File: src/rtl/pipe_add_pkg.sv
// Shared definitions for the pipelined adder/subtractor: opcode encoding and
// chunk geometry helpers used when elaborating the stage chain.
package pipe_add_pkg;

  typedef enum logic {
    OP_ADD = 1'b0,
    OP_SUB = 1'b1
  } op_e;

  function automatic int chunkWidth(input int width, input int stages);
    return width / stages;
  endfunction

  // A legal configuration splits the operand into equal, non-empty chunks.
  function automatic bit configOk(input int width, input int stages);
    return (stages >= 1) && (width >= stages) && ((width % stages) == 0);
  endfunction

endpackage

File: src/rtl/pipe_add_sub_add_chunk.sv
// One chunk of the carry chain: CW-bit add with carry in and carry out.
module add_chunk #(
  parameter int CW = 4
) (
  input  logic [CW-1:0] a,
  input  logic [CW-1:0] b,
  input  logic          ci,
  output logic [CW-1:0] s,
  output logic          co
);

  assign {co, s} = {1'b0, a} + {1'b0, b} + {{CW{1'b0}}, ci};

endmodule

File: src/rtl/pipe_add_sub.sv
// Pipelined two's-complement adder/subtractor: one CW-bit chunk per stage with
// a registered carry, valid bit per stage, and whole-pipe stall on backpressure.
module pipe_add_sub
  import pipe_add_pkg::*;
#(
  parameter int WIDTH  = 16,
  parameter int STAGES = 4
) (
  input  logic             clk,
  input  logic             rst,
  input  logic             in_valid,
  output logic             in_ready,
  input  logic [WIDTH-1:0] a,
  input  logic [WIDTH-1:0] b,
  input  logic             cin,
  input  logic             sub,
  output logic             out_valid,
  input  logic             out_ready,
  output logic [WIDTH-1:0] sum,
  output logic             cout,
  output logic             ovf
);

  localparam int CW = chunkWidth(WIDTH, STAGES);

  if (!configOk(WIDTH, STAGES)) begin : gCfgCheck
    $error("pipe_add_sub: WIDTH must be a non-zero multiple of STAGES");
  end

  logic             adv;
  logic [WIDTH-1:0] bEff;
  logic             c0;

  assign bEff     = (sub == OP_SUB) ? ~b : b;
  assign c0       = (sub == OP_SUB) ? 1'b1 : cin;
  assign adv      = !out_valid || out_ready;
  assign in_ready = adv;

  // Stage k consumes the low chunk of the remaining operand bits and passes
  // the still-unused upper bits forward, so the skew registers shrink by CW
  // per stage while the accumulated sum grows by CW.
  for (genvar k = 0; k < STAGES; k++) begin : stageGen
    localparam int REM = WIDTH - k * CW;

    logic [REM-1:0]      aIn;
    logic [REM-1:0]      bIn;
    logic                cIn;
    logic                vIn;
    logic                aMsbIn;
    logic                bMsbIn;
    logic [CW-1:0]       chunkSum;
    logic                chunkCarry;
    logic [(k+1)*CW-1:0] sNext;

    logic                vReg;
    logic                cReg;
    logic                aMsbReg;
    logic                bMsbReg;
    logic [(k+1)*CW-1:0] sReg;

    if (k == 0) begin : gHead
      assign aIn    = a;
      assign bIn    = bEff;
      assign cIn    = c0;
      assign vIn    = in_valid;
      assign aMsbIn = a[WIDTH-1];
      assign bMsbIn = bEff[WIDTH-1];
      assign sNext  = chunkSum;
    end else begin : gBody
      assign aIn    = stageGen[k-1].gRem.aRem;
      assign bIn    = stageGen[k-1].gRem.bRem;
      assign cIn    = stageGen[k-1].cReg;
      assign vIn    = stageGen[k-1].vReg;
      assign aMsbIn = stageGen[k-1].aMsbReg;
      assign bMsbIn = stageGen[k-1].bMsbReg;
      assign sNext  = {chunkSum, stageGen[k-1].sReg};
    end

    add_chunk #(.CW(CW)) uChunk (
      .a  (aIn[CW-1:0]),
      .b  (bIn[CW-1:0]),
      .ci (cIn),
      .s  (chunkSum),
      .co (chunkCarry)
    );

    always_ff @(posedge clk) begin
      if (rst) begin
        vReg    <= 1'b0;
        cReg    <= 1'b0;
        aMsbReg <= 1'b0;
        bMsbReg <= 1'b0;
        sReg    <= '0;
      end else if (adv) begin
        vReg    <= vIn;
        cReg    <= chunkCarry;
        aMsbReg <= aMsbIn;
        bMsbReg <= bMsbIn;
        sReg    <= sNext;
      end
    end

    if (k < STAGES - 1) begin : gRem
      logic [REM-CW-1:0] aRem;
      logic [REM-CW-1:0] bRem;

      always_ff @(posedge clk) begin
        if (rst) begin
          aRem <= '0;
          bRem <= '0;
        end else if (adv) begin
          aRem <= aIn[REM-1:CW];
          bRem <= bIn[REM-1:CW];
        end
      end
    end
  end

  assign out_valid = stageGen[STAGES-1].vReg;
  assign sum       = stageGen[STAGES-1].sReg;
  assign cout      = stageGen[STAGES-1].cReg;
  assign ovf       = (stageGen[STAGES-1].aMsbReg == stageGen[STAGES-1].bMsbReg) &&
                     (sum[WIDTH-1] != stageGen[STAGES-1].aMsbReg);

endmodule

File: config.mk
export PLATFORM = sky130hd
export DESIGN_NAME = pipe_add_sub
export DESIGN_NICKNAME = d
export VERILOG_FILES = /design/src/rtl/pipe_add_pkg.sv /design/src/rtl/pipe_add_sub_add_chunk.sv /design/src/rtl/pipe_add_sub.sv
export SDC_FILE = /design/constraint.sdc
export NUM_CORES = 1
export LEC_CHECK = 0
export CAP_MARGIN = 30
export CORE_MARGIN = 3
export CORE_UTILIZATION = 30
export CTS_CLUSTER_DIAMETER = 50
export DETAILED_ROUTE_END_ITERATION = 6
export GPL_ROUTABILITY_DRIVEN = 0
export HOLD_SLACK_MARGIN = 0.12
export PLACE_DENSITY = 0.5
export SYNTH_ARGS = -nofsm -noshare
export SYNTH_HDL_FRONTEND = slang
export SYNTH_SLANG_ARGS = --single-unit
export TNS_END_PERCENT = 50
File: constraint.sdc
create_clock -name clk -period 3.63 [get_ports clk]
set_clock_uncertainty 0.05 [all_clocks]
set_input_delay 1.089 -clock clk [delete_from_list [all_inputs] [get_ports clk]]
set_output_delay 1.089 -clock clk [all_outputs]
set_load 0.01 [all_outputs]
==> Yosys cells after proc, flatten, opt, wreduce, memory -nomap -nowiden <==
Index checks and enable logic that the tools add are counted.
{ "word_totals": {"register_bits": 104, "input_bits": 38, "out_inout_bits": 20, "elab_cells": 42} }
{ "op_classes": {"addsub": 8, "eq_ne": 2, "mux": 2, "n_bitwise": 1, "n_reduce_logical": 3} }
{ "ops": {"columns": ["cell", "count"], "rows": [
  ["$add A4 B4 Y5", 4],
  ["$add A5 B1 Y5", 4],
  ["$mux W16", 1],
  ["$not A16 Y16", 1],
  ["$eq A1 B1 Y1", 1],
  ["$logic_and A1 B1 Y1", 1],
  ["$logic_not A1 Y1", 1],
  ["$logic_or A1 B1 Y1", 1],
  ["$mux W1", 1],
  ["$ne A1 B1 Y1", 1]
]} }

==> Depth between registers and ports, before layout <==
Gate-level depths: netlist (run 1).
{ "logic_depth": {"word_depth": 4, "mapped_depth": 9, "depth_no_buf": 7} }

==> Hierarchy <==
A second synthesis (run 1) with hierarchy kept.
{ "unflattened": {"hier_cells": 501, "area_unflattened_um2": 4210.3} }
{ "by_module_without_submodules": {"columns": ["mod", "n_inst", "cells_per_inst", "area_per_inst_um2", "seq_area_each_um2"], "rows": [
  ["pipe_add_sub", 1, 437, 3634.7, 1961.9],
  ["add_chunk", 4, 16, 143.9, 0.0]
]} }

==> Worst setup path after synthesis (run 1) <==
No wires, ideal clock.
{ "synth_path": {"path_type": "input to register", "from": "in sub", "to": "reg stageGen[0].cReg", "setup_ps": 123, "arrival_ps": 2727, "t_required_ps": 3457, "slack_ps": 730, "path_stages": 9, "n_path_buf": 2, "cell_sequence": "buf_4 buf_4 xnor2_1 fa_1 inv_1 fa_1 a21o_1 a211oi_1 nor3_2"} }
{ "synth_via": {"elab_chain_len": 3, "elab_cells_between_ends": 4, "cone_classes": "2 x add/sub; 2 x mux"} }
{ "synth_lines": {"columns": ["item", "line", "text"], "rows": [
  ["start, declared", "pipe_add_sub.sv:16", "input logic sub,"],
  ["$mux W16", "pipe_add_sub.sv:34", "assign bEff = (sub == OP_SUB) ? ~b : b;"],
  ["$add A4 B4 Y5", "pipe_add_sub_add_chunk.sv:12", "assign {co, s} = {1'b0, a} + {1'b0, b} + {{CW{1'b0}}, ci};"],
  ["$add A5 B1 Y5 (*)", "pipe_add_sub_add_chunk.sv:12", null],
  ["end signal, assigned", "pipe_add_sub.sv:96", "cReg <= chunkCarry;"],
  ["end, declared", "pipe_add_sub.sv:56", "logic cReg;"]
]} }
Every way passes the cells marked *; elsewhere a longest branch is shown, timed or not.
A chain may end at the register's enable or synchronous reset.

==> Worst setup path after layout (run 1) <==
{ "layout_path": {"from": "in out_ready", "to": "out in_ready"} }
{ "layout_via": {"elab_chain_len": 1} }
{ "layout_lines": {"columns": ["item", "line", "text"], "rows": [
  ["start, declared", "pipe_add_sub.sv:18", "input logic out_ready,"],
  ["$logic_or A1 B1 Y1", "pipe_add_sub.sv:36", "assign adv = !out_valid || out_ready;"],
  ["end, declared", "pipe_add_sub.sv:12", "output logic in_ready,"]
]} }
No other way between the ends.

==> metrics.md, run 1 <==
| Metric | Value |
|---|---|
| Outcome | complete, no violations |
| Cell at the slowest stage of the critical path | clkdlybuf4s50_1 |
| ANT nets after route | 0 |
| Syn Nets | 544 |
| Initial antenna violation count | 0 |
| Synth cell count leaders | nand2_1 (145), dfxtp_1 (98), a21oi_1 (74), nor2_1 (27), xnor2_1 (17) |
| Complex-gate fraction of the synthesized area | 17.1% |
| Reg2reg start | out_valid |
| Crit path time final | 3.36 ns |
| # hold bufs at CTS | 0 |
| Asr flop ratio synth | 0% |
| CP startpoint kind | input port |
| Top cell type's share of synthesized area | 46.1% |
| Synthesized instance count | 486 |
| Die width | 125 um |
| Final hold vios | 0 |
| Setup tns final | 0 ns |
| WL final | 8.89 mm |
| Worst path cell trace | clkdlybuf4s50_1, nor2b_4, inv_4, clkdlybuf4s50_1 |
| Synth cell types | 32 |
| Max Root-Sink Buffers | 2 |
| FP Rows | 42 |
| Crit path max-delay family | buffers and inverters |
| Pin count of the biggest net entering global routing | 88 |
| CTS tree | done |
| Crit path top cell by count | clkdlybuf4s50_1 |
| RSZ-0062 raised after global routing | no |
| Most area-consuming cells after synthesis | dfxtp_1 (46%), nand2_1 (13%), a21oi_1 (8.7%) |
| Prevailing post-synth register cell | dfxtp_1 |
| Die ar. | 15700 um^2 |
| Iteration-0 DRC Markers | around 230 |
| Vias | about 3200 |
| First-pass GRT wire length | 14.9 mm |
| Vias in the first global route | 3140 |
| Count leader, synth | nand2_1 |
| Adder-cell share of the synthesized area | between 7 and 8% |
| Ports | 58 |
| Worst skew pair latency | 0.34 ns |
| Largest family of logic cells by synthesized area | simple AND/OR/NAND/NOR gates |
| Fmax | 0.298 GHz |
| Max_cap viols | 0 |
| EDFF count, synth | 0 |
| Crit. End Element | output pin |
| Clock Pin Slew Worst Setup and Hold Paths | 0.06 ns |
| Port buffer count | 57 |
| CTS sink count | just under 100 |
| Worst hold start | sum[10] |
| DRC errors left | 0 |
| Multiplexer share of the synthesized area | 0% |
| Sequential share of the synthesized area | 46.1% |
| Worst setup path startpoint | out_ready |
| Critical path buffer and inverter count | 3 |
| Max_slew headroom | 40.0% |
| Worst-margin pin slew | 0.900 ns |
| Layout cell share with drive strength beyond 1 | 8.32% |
| Die height | 125 um |
| Post-Synth Simple-Gate Area | 18.7% |
| Yosys reg bits | 98 |
| Final HPWL DP | between 5 and 6 mm |
| Tcrit/Tclk final | 92.4% |
| Netlist area before placement | about 4300 um^2 |
| CP Data Arrival Time | between 2 and 2.5 ns |
| Post-synthesis average cell area | 8.76 um^2 |
| Inserted Clock Buffers | 9 |
| Power per Cell Area | about 470 nW/um^2 |
| CTS HTree Levels | 3 |
| Max Slew Vio Count | 0 |
| Core area | 13600 um^2 |
| Post-synth top area cell | dfxtp_1 |
| CTS root buffer | clkbuf_16 |
| Hold slack | 0.397 ns |
| Leakage power | around 1.9 nW |
| Setup-violating endpoint count in the final report | 0 |
| Area delta synth->final | 20.8% |
| Total inserted antenna cells | 0 |
| Critical path class | input port to output pin |
| Max FO, Critical Path | 2 |
| DR WL/cell | roughly 13 um |
| Vias per inst | 4.56 |
| TritonRoute pass-1 iters | 6 |
| Nets | 583 |
| Worst EP required | ~2.5 ns |
| Largest stage delay, worst path | 0.52 ns |
| XOR/XNOR Fraction of Synth Area | around 4.1% |
| VDD IR max | 263 uV |
| Ys Warns | 0 |
| Post-CTS Resized | 0 |
| Worst Hold Class | flop to flop |
| Postcts setup bufs | 0 |
| Starting Density | 31.4% |
| GRT Util Overall | 11.5% |
| Grt total ovfl | 0 |
[registers in the layout, summed over array words and instances, names as in the netlist]
register,cells
stageGen.aMsbReg,4
stageGen.vReg,3
stageGen.gRem.aRem,21
stageGen.cReg,3
stageGen.gRem.bRem,21
stageGen.bMsbReg,4
stageGen.sReg,24
out_valid,1
sum,16
cout,1
[final cells by class]
type                       instances  area [um^2]
clock buffer                      11          253
clock inverter                     4         51.3
fill                            1407         8410
inverter                           9         36.3
multi-input combinational        344         2010
sequential                        98         1960
tap                              176          220
timing repair buffer              63          613
[metrics by stage]
step	setup slack [ns]	power (mW)	util [%]	cell area [um^2]	std cells
global placement	0.275	1.48	35.7	4840	690
finish	0.275	2.42	38.0	5150	705
CTS	0.266	2.46	38.0	5150	705
floorplan	0.730	1.38	-	4260	486
global route	0.227	2.54	38.0	5150	705
detailed placement	0.251	1.48	35.7	4840	690
[worst paths after layout]
kind | endpoint | slack [ns] | depth (start not counted)
hold reg to reg | sum[10] | 0.40 | 2
setup reg to reg | stageGen[0].sReg[2] | 1.59 | 6
setup / recovery | in_ready | 0.27 | 4
hold / removal | sum[10] | 0.40 | 2
[metal layers]
metal	track usage [%]	part of all wire, %
met2	17.2	43
met3	4.43	5.6
met5	0	0
met4	3.06	0.91
met1	15.6	50
[kinds of logic after synthesis]
| family | after synthesis |
|---|---|
| buf+inv | 44 |
| compound gates | 111 |
| xor+xnor | 20 |
| simple gates | 193 |
| flops | 98 |
| fa+ha+maj | 20 |
[power breakdown]
group | internal [mW] | switching (mW) | total, mW
clock | 0.568 | 0.400 | 0.967
sequential | 1.15 | 0.0403 | 1.19
combinational | 0.140 | 0.129 | 0.269
[cell usage in the layout (no fill, tap or decap), drive strengths merged, types with 6 or more instances in the layout]
| cell type | netlist | routed |
|---|---|---|
| clkdlybuf4s50 | 0 | 56 |
| a211oi | 21 | 21 |
| a21oi | 76 | 76 |
| dfxtp | 98 | 98 |
| inv | 9 | 9 |
| ha | 12 | 12 |
| nor2 | 27 | 27 |
| nand2 | 147 | 147 |
| nand3b | 6 | 6 |
| xnor2 | 17 | 17 |
| buf | 30 | 7 |
| fa | 8 | 8 |
| clkbuf | 5 | 11 |
[worst register-to-register path, stage by stage (launching register included)]
cell,delay [ns]
dfxtp_1,0.31
nor2b_4,0.13
inv_4,0.04
buf_4,0.47
buf_4,0.63
nor2_1,0.13
a211oi_2,0.21
No activity file was read; power rests on OpenSTA's default activity.
==> run 2: changes to the inputs <==
CORE_MARGIN = 2   (was 3)
==> metrics.md, run 2 (synthesis results as in run 1) <==
| Metric | Value |
|---|---|
| RSZ-0062 raised after global routing | no |
| Die width | 123 um (-1.6%) |
| Vias per inst | 4.47 (-1.9%) |
| Critical path class | input port to output pin |
| DRC errors left | 0 (unchanged) |
| Setup-violating endpoint count in the final report | 0 (unchanged) |
| Critical path buffer and inverter count | 3 (unchanged) |
| Die ar. | 15200 um^2 (-3.2%) |
| CP startpoint kind | input port |
| Reg-to-reg critical path endpoint | stageGen[2].sReg[9] |
| Pwr Total | 2.34 mW (-3.6%) |
| Reg2reg path depth | 6 (unchanged) |
| Largest regs | stageGen.sReg (24), stageGen.gRem.aRem (21), stageGen.gRem.bRem (21) |
| Area delta synth->final | 20.8% (about the same) |
| Reg2reg start | out_valid |
| Crit. End Element | output pin |
| Max Root-Sink Buffers | 2 (unchanged) |
| Nets | 584 (+0.17%) |
| DR WL/cell | 12.4 um (-1.5%) |
| WHS Path Cells | 2 (unchanged) |
| Inserted Clock Buffers | 9 (unchanged) |
| Leakage power | 1.93 nW (+0.11%) |
| Crit path top cell by count | clkdlybuf4s50_1 |
| Postcts setup bufs | 0 (unchanged) |
| GRT Util Overall | 12.8% (+1.3 points) |
| Worst-margin pin slew | 0.888 ns (-0.0118 ns) |
| Max reg flops | 24 (unchanged) |
| Max Slew Vio Count | 0 (unchanged) |
| Layout cell share with drive strength beyond 1 | 8.47% (+0.16 points) |
| Clock Pin Slew Worst Setup and Hold Paths | 0.07 ns (about the same) |
| Number of fill cells | 1469 (+4.4%) |
| Fin cells | 711 (+0.85%) |
| Most frequent cells in the layout | nand2_1 (145), dfxtp_1 (98), a21oi_1 (74), clkdlybuf4s50_1 (56), nor2_1 (27) |
| Starting Density | 30.7% (-0.73 points) |
| Worst hold start | sum[5] |
| Port buffer count | 57 (unchanged) |
| Largest stage delay, worst path | 0.52 ns (about the same) |
| Fmax | 0.299 GHz (+0.29%) |
| Cell at the slowest stage of the critical path | clkdlybuf4s50_1 |
| Storage element area | 1960 um^2 (unchanged) |
| Setup tns final | 0 ns (unchanged) |
| Iteration-0 DRC Markers | 178 (-22%) |
| Final hold vios | 0 (unchanged) |
| Worst path cell trace | clkdlybuf4s50_1, nor2b_4, inv_4, clkdlybuf4s50_1 |
| Multi-input logic area | 2010 um^2 (unchanged) |
| Max_slew headroom | 40.8% (+0.79 points) |
| Core Util, Final | 37.1% (-0.89 points) |
| CTS HTree Levels | 3 (unchanged) |
| CTS root buffer | clkbuf_16 |
| Max_cap viols | 0 (unchanged) |
| Crit path time final | 3.35 ns (-0.00956 ns) |
| Vias in the first global route | 3164 (+0.76%) |
| Tcrit/Tclk final | 92.2% (-0.26 points) |
| FP Rows | 43 (+2.4%) |
| Initial antenna violation count | 0 (unchanged) |
| Most flop-heavy register | stageGen.sReg |
| Worst Hold Class | flop to flop |
| Post-CTS Resized | 0 (unchanged) |
| Crit path max-delay family | buffers and inverters |
| CP Data Arrival Time | 2.21 ns (about the same) |
| Power per Cell Area | 454 nW/um^2 (-3.6%) |
| Worst skew pair latency | 0.34 ns (about the same) |
| Pin count of the biggest net entering global routing | 89 (+1.1%) |
| Vias | 3180 (-1.1%) |
| Ports | 58 (unchanged) |
| VDD IR max | 277 uV (+5.5%) |
| Worst EP required | 2.49 ns (about the same) |
| CTS tree | done |
| First-pass GRT wire length | 15.3 mm (+2.4%) |
| Outcome | complete, no violations |
| Total inserted antenna cells | 0 (unchanged) |
| Hold slack | 0.398 ns (+0.000916 ns) |
| ANT nets after route | 0 (unchanged) |
| Die height | 123 um (-1.6%) |
| TritonRoute pass-1 iters | 4 (-2) |
| Hold EP | sum[5] |
| R2R Setup Slk | 1.59 ns (about the same) |
| Final HPWL DP | 5.77 mm (+1.5%) |
| Grt total ovfl | 0 (unchanged) |
| # hold bufs at CTS | 0 (unchanged) |
| Max FO, Critical Path | 2 (unchanged) |
| WL final | 8.83 mm (-0.62%) |
| Core area | 13900 um^2 (+2.4%) |
| Placed cell count | 694 (+0.58%) |
| Most common cell after layout, fill and taps aside | nand2_1 |
| CTS sink count | 98 (unchanged) |
==> run 2: worst max path at each step <==
stage	to	slack, ns	depth (start not counted)	start
floorplan	stageGen[0].cReg	0.73	9	sub
global placement	in_ready	0.28	4	out_ready
detailed placement	stageGen[0].cReg	0.23	8	sub
CTS	in_ready	0.28	4	out_ready
global route	in_ready	0.25	4	out_ready
finish	in_ready	0.28	4	out_ready
==> run 2: power breakdown <==
group | internal [mW] | total, mW | switching, mW | leakage [nW]
clock network | 0.467 | 0.878 | 0.411 | 0.137
registers | 1.15 | 1.18 | 0.0388 | 0.805
logic | 0.143 | 0.273 | 0.131 | 0.985
==> run 2: worst min-delay path, cell delays in order (launching register included) <==
cell and delay, ns:
dfxtp_1 0.31, nand2_1 0.05, a21oi_1 0.05
==> run 2: final cells by class <==
class / count / area share (%)
clock inverters: 6 / 0.803
inverters: 9 / 0.705
multi-input cells: 344 / 39.1
flip-flops and latches: 98 / 38.1
clock buffers: 10 / 4.45
well taps: 180 / 4.38
repair buffers: 64 / 12.5
==> run 2: per-layer routing <==
layer  global-route usage [%]  vias to the layer above  routed length, um
met2                     19.5                       52               3930
li1                         -                     1676                  -
met4                     4.90                        0                166
met1                     17.6                     1438               4390
met5                        0                        -                  0
met3                     3.00                       14                349
==> run 2: per-stage QoR <==
step                      cell area [um^2]  setup WS [ns]
final                                 5140          0.284
after global routing                  5140          0.253
after CTS                             5120          0.277
after detailed placement              4850          0.229
after global placement                4850          0.276
after floorplan                       4260          0.730
==> run 3: changes to the inputs <==
CORE_UTILIZATION = 40   (was 30)
PLACE_DENSITY = 0.62   (was 0.5)
==> metrics.md, run 3 (synthesis results as in run 1) <==
| Metric | Value |
|---|---|
| Outcome | complete, no violations |
| Pin count of the biggest net entering global routing | 88 (-1.1%) |
| Most flop-heavy register | stageGen.sReg |
| FP Rows | 37 (-14%) |
| Ports | 58 (unchanged) |
| Max FO, Critical Path | 2 (unchanged) |
| CTS sink count | 98 (unchanged) |
| Most frequent cells in the layout | nand2_1 (145), dfxtp_1 (98), a21oi_1 (74), clkdlybuf4s50_1 (56), nor2_1 (27) |
| Power per Cell Area | 435 nW/um^2 (-4.3%) |
| Switching part of the total | 25.9% (+1.0 points) |
| CTS tree | done |
| Setup tns final | 0 ns (unchanged) |
| Worst-margin pin slew | 0.853 ns (-0.0358 ns) |
| CTS root buffer | clkbuf_8 |
| DR WL/cell | 12.0 um (-3.4%) |
| Clock Pin Slew Worst Setup and Hold Paths | 0.10 ns (+0.03 ns) |
| Int Power | 1.62 mW (-8.0%) |
| Sequential share of power | 54.4% (+3.7 points) |
| Die ar. | 11500 um^2 (-24%) |
| Worst skew pair latency | 0.36 ns (+0.02 ns) |
| WL final | 7.98 mm (-9.6%) |
| Fmax | 0.298 GHz (-0.16%) |
| Layout cell share with drive strength beyond 1 | 8.32% (-0.16 points) |
| Postcts setup bufs | 0 (unchanged) |
| Worst hold start | stageGen[2].sReg[0] |
| Die width | 107 um (-13%) |
| Initial antenna violation count | 0 (unchanged) |
| Grt total ovfl | 0 (unchanged) |
| Crit path top cell by count | clkdlybuf4s50_1 |
| Die height | 107 um (-13%) |
| Net switching power | 0.563 mW (-2.9%) |
| Comb power frac | 12.1% (+0.4 points) |
| Clk pwr share | 33.5% (-4.1 points) |
| Worst Hold Class | flop to flop |
| Finished layout cell area | 5010 um^2 (-2.6%) |
| Largest stage delay, worst path | 0.52 ns (about the same) |
| Vias in the first global route | 2948 (-6.8%) |
| Final hold vios | 0 (unchanged) |
| Max reg flops | 24 (unchanged) |
| Largest regs | stageGen.sReg (24), stageGen.gRem.aRem (21), stageGen.gRem.bRem (21) |
| Nets | 582 (-0.34%) |
| Pwr Total | 2.18 mW (-6.7%) |
| Area delta synth->final | 17.7% |
| Crit. End Element | output pin |
| Worst path cell trace | clkdlybuf4s50_1, nor2b_4, inv_4, clkdlybuf4s50_1 |
| TritonRoute pass-1 iters | 4 (unchanged) |
| Inserted Clock Buffers | 9 (unchanged) |
| Leakage power | 1.88 nW (-2.3%) |
| Crit path time final | 3.35 ns (+0.00543 ns) |
| Number of fill cells | 1030 (-30%) |
| Max_slew headroom | 43.2% (+2.4 points) |
| Max_cap viols | 0 (unchanged) |
| # hold bufs at CTS | 0 (unchanged) |
| VDD IR max | 216 uV (-22%) |
| GRT Util Overall | 14.7% (+1.9 points) |
| Post-DP Area | 4800 um^2 (-0.88%) |
| Setup-violating endpoint count in the final report | 0 (unchanged) |
| Core area | 10300 um^2 (-26%) |
| Max Slew Vio Count | 0 (unchanged) |
| Reg2reg start | stageGen[0].cReg |
| Total inserted antenna cells | 0 (unchanged) |
| ANT nets after route | 0 (unchanged) |
| First-pass GRT wire length | 13.7 mm (-11%) |
| Port buffer count | 57 (unchanged) |
| Crit path max-delay family | buffers and inverters |
| Iteration-0 DRC Markers | 96 (-46%) |
| Cell at the slowest stage of the critical path | clkdlybuf4s50_1 |
| Vias per inst | 4.79 (+7.1%) |
| Worst EP required | 2.49 ns (about the same) |
| Tcrit/Tclk final | 92.3% (+0.15 points) |
| Max Root-Sink Buffers | 2 (unchanged) |
| RSZ-0062 raised after global routing | no |
| CP startpoint kind | input port |
| Most common cell after layout, fill and taps aside | nand2_1 |
| Post-CTS Resized | 0 (unchanged) |
| Vias | 3184 (+0.13%) |
| Worst setup path startpoint | out_ready |
| Critical path buffer and inverter count | 3 (unchanged) |
| CP Data Arrival Time | 2.21 ns (about the same) |
| Critical path class | input port to output pin |
| Final HPWL DP | 5.19 mm (-10%) |
| Hold slack | 0.406 ns (+0.00745 ns) |
| CTS HTree Levels | 3 (unchanged) |
| DRC errors left | 0 (unchanged) |
| Starting Density | 41.3% (+11 points) |
run 3: cell count changes in the layout (fill, tap and decap cells not counted), sizes merged:
cell      before  now
clkinv         4    1
inv           11   12
buf            8    6
bufinv         0    1
clkinvlp       0    2
clkbuf        10    9
run 3: final cells by class:
cell class | instances | area, um^2 | share of cell area, %
Multi-Input combinational cell | 344 | 2010 | 40.1
Inverter | 9 | 36.3 | 0.724
Sequential cell | 98 | 1960 | 39.1
Clock buffer | 9 | 124 | 2.47
Clock inverter | 7 | 85.1 | 1.70
Tap cell | 136 | 170 | 3.39
Timing Repair Buffer | 62 | 626 | 12.5
run 3: per-stage QoR:
step           util, %  instances  setup slack [ns]
2_1_floorplan        -        486             0.730
3_3_place_gp      46.3        648             0.272
3_5_place_dp      46.5        649             0.228
4_1_cts           48.6        665             0.270
5_1_grt           48.6        665             0.238
6_report          48.6        665             0.279
run 3: tightest hold or removal path: stages (launching register included):
cell and delay [ns]:
dfxtp_1 0.32, nand2_1 0.05, a21oi_1 0.05
run 3: final timing paths:
check / endpoint / slack [ns] / cells past startpoint
setup / recovery: in_ready / 0.28 / 4
hold / removal: stageGen[2].sReg[0] / 0.41 / 2
setup reg to reg: stageGen[1].cReg / 1.68 / 5
hold reg to reg: stageGen[2].sReg[0] / 0.41 / 2
run 3: power groups by stage:
stage	sequential, mW	combinational [mW]	clock, mW
floorplan	1.20	0.174	0
global placement	1.21	0.261	0
detailed placement	1.21	0.265	0
CTS	1.19	0.267	0.755
global route	1.19	0.295	0.803
finish	1.18	0.264	0.731
run 3: per-layer routing:
| metal | track usage, % | up-vias | share of wire, % |
|---|---|---|---|
| met2 | 22.8 | 51 | 45 |
| met4 | 4.45 | 0 | 0.90 |
| met5 | 0 | - | 0 |
| met3 | 3.22 | 6 | 3.7 |
| li1 | - | 1678 | - |
| met1 | 20.5 | 1449 | 50 |
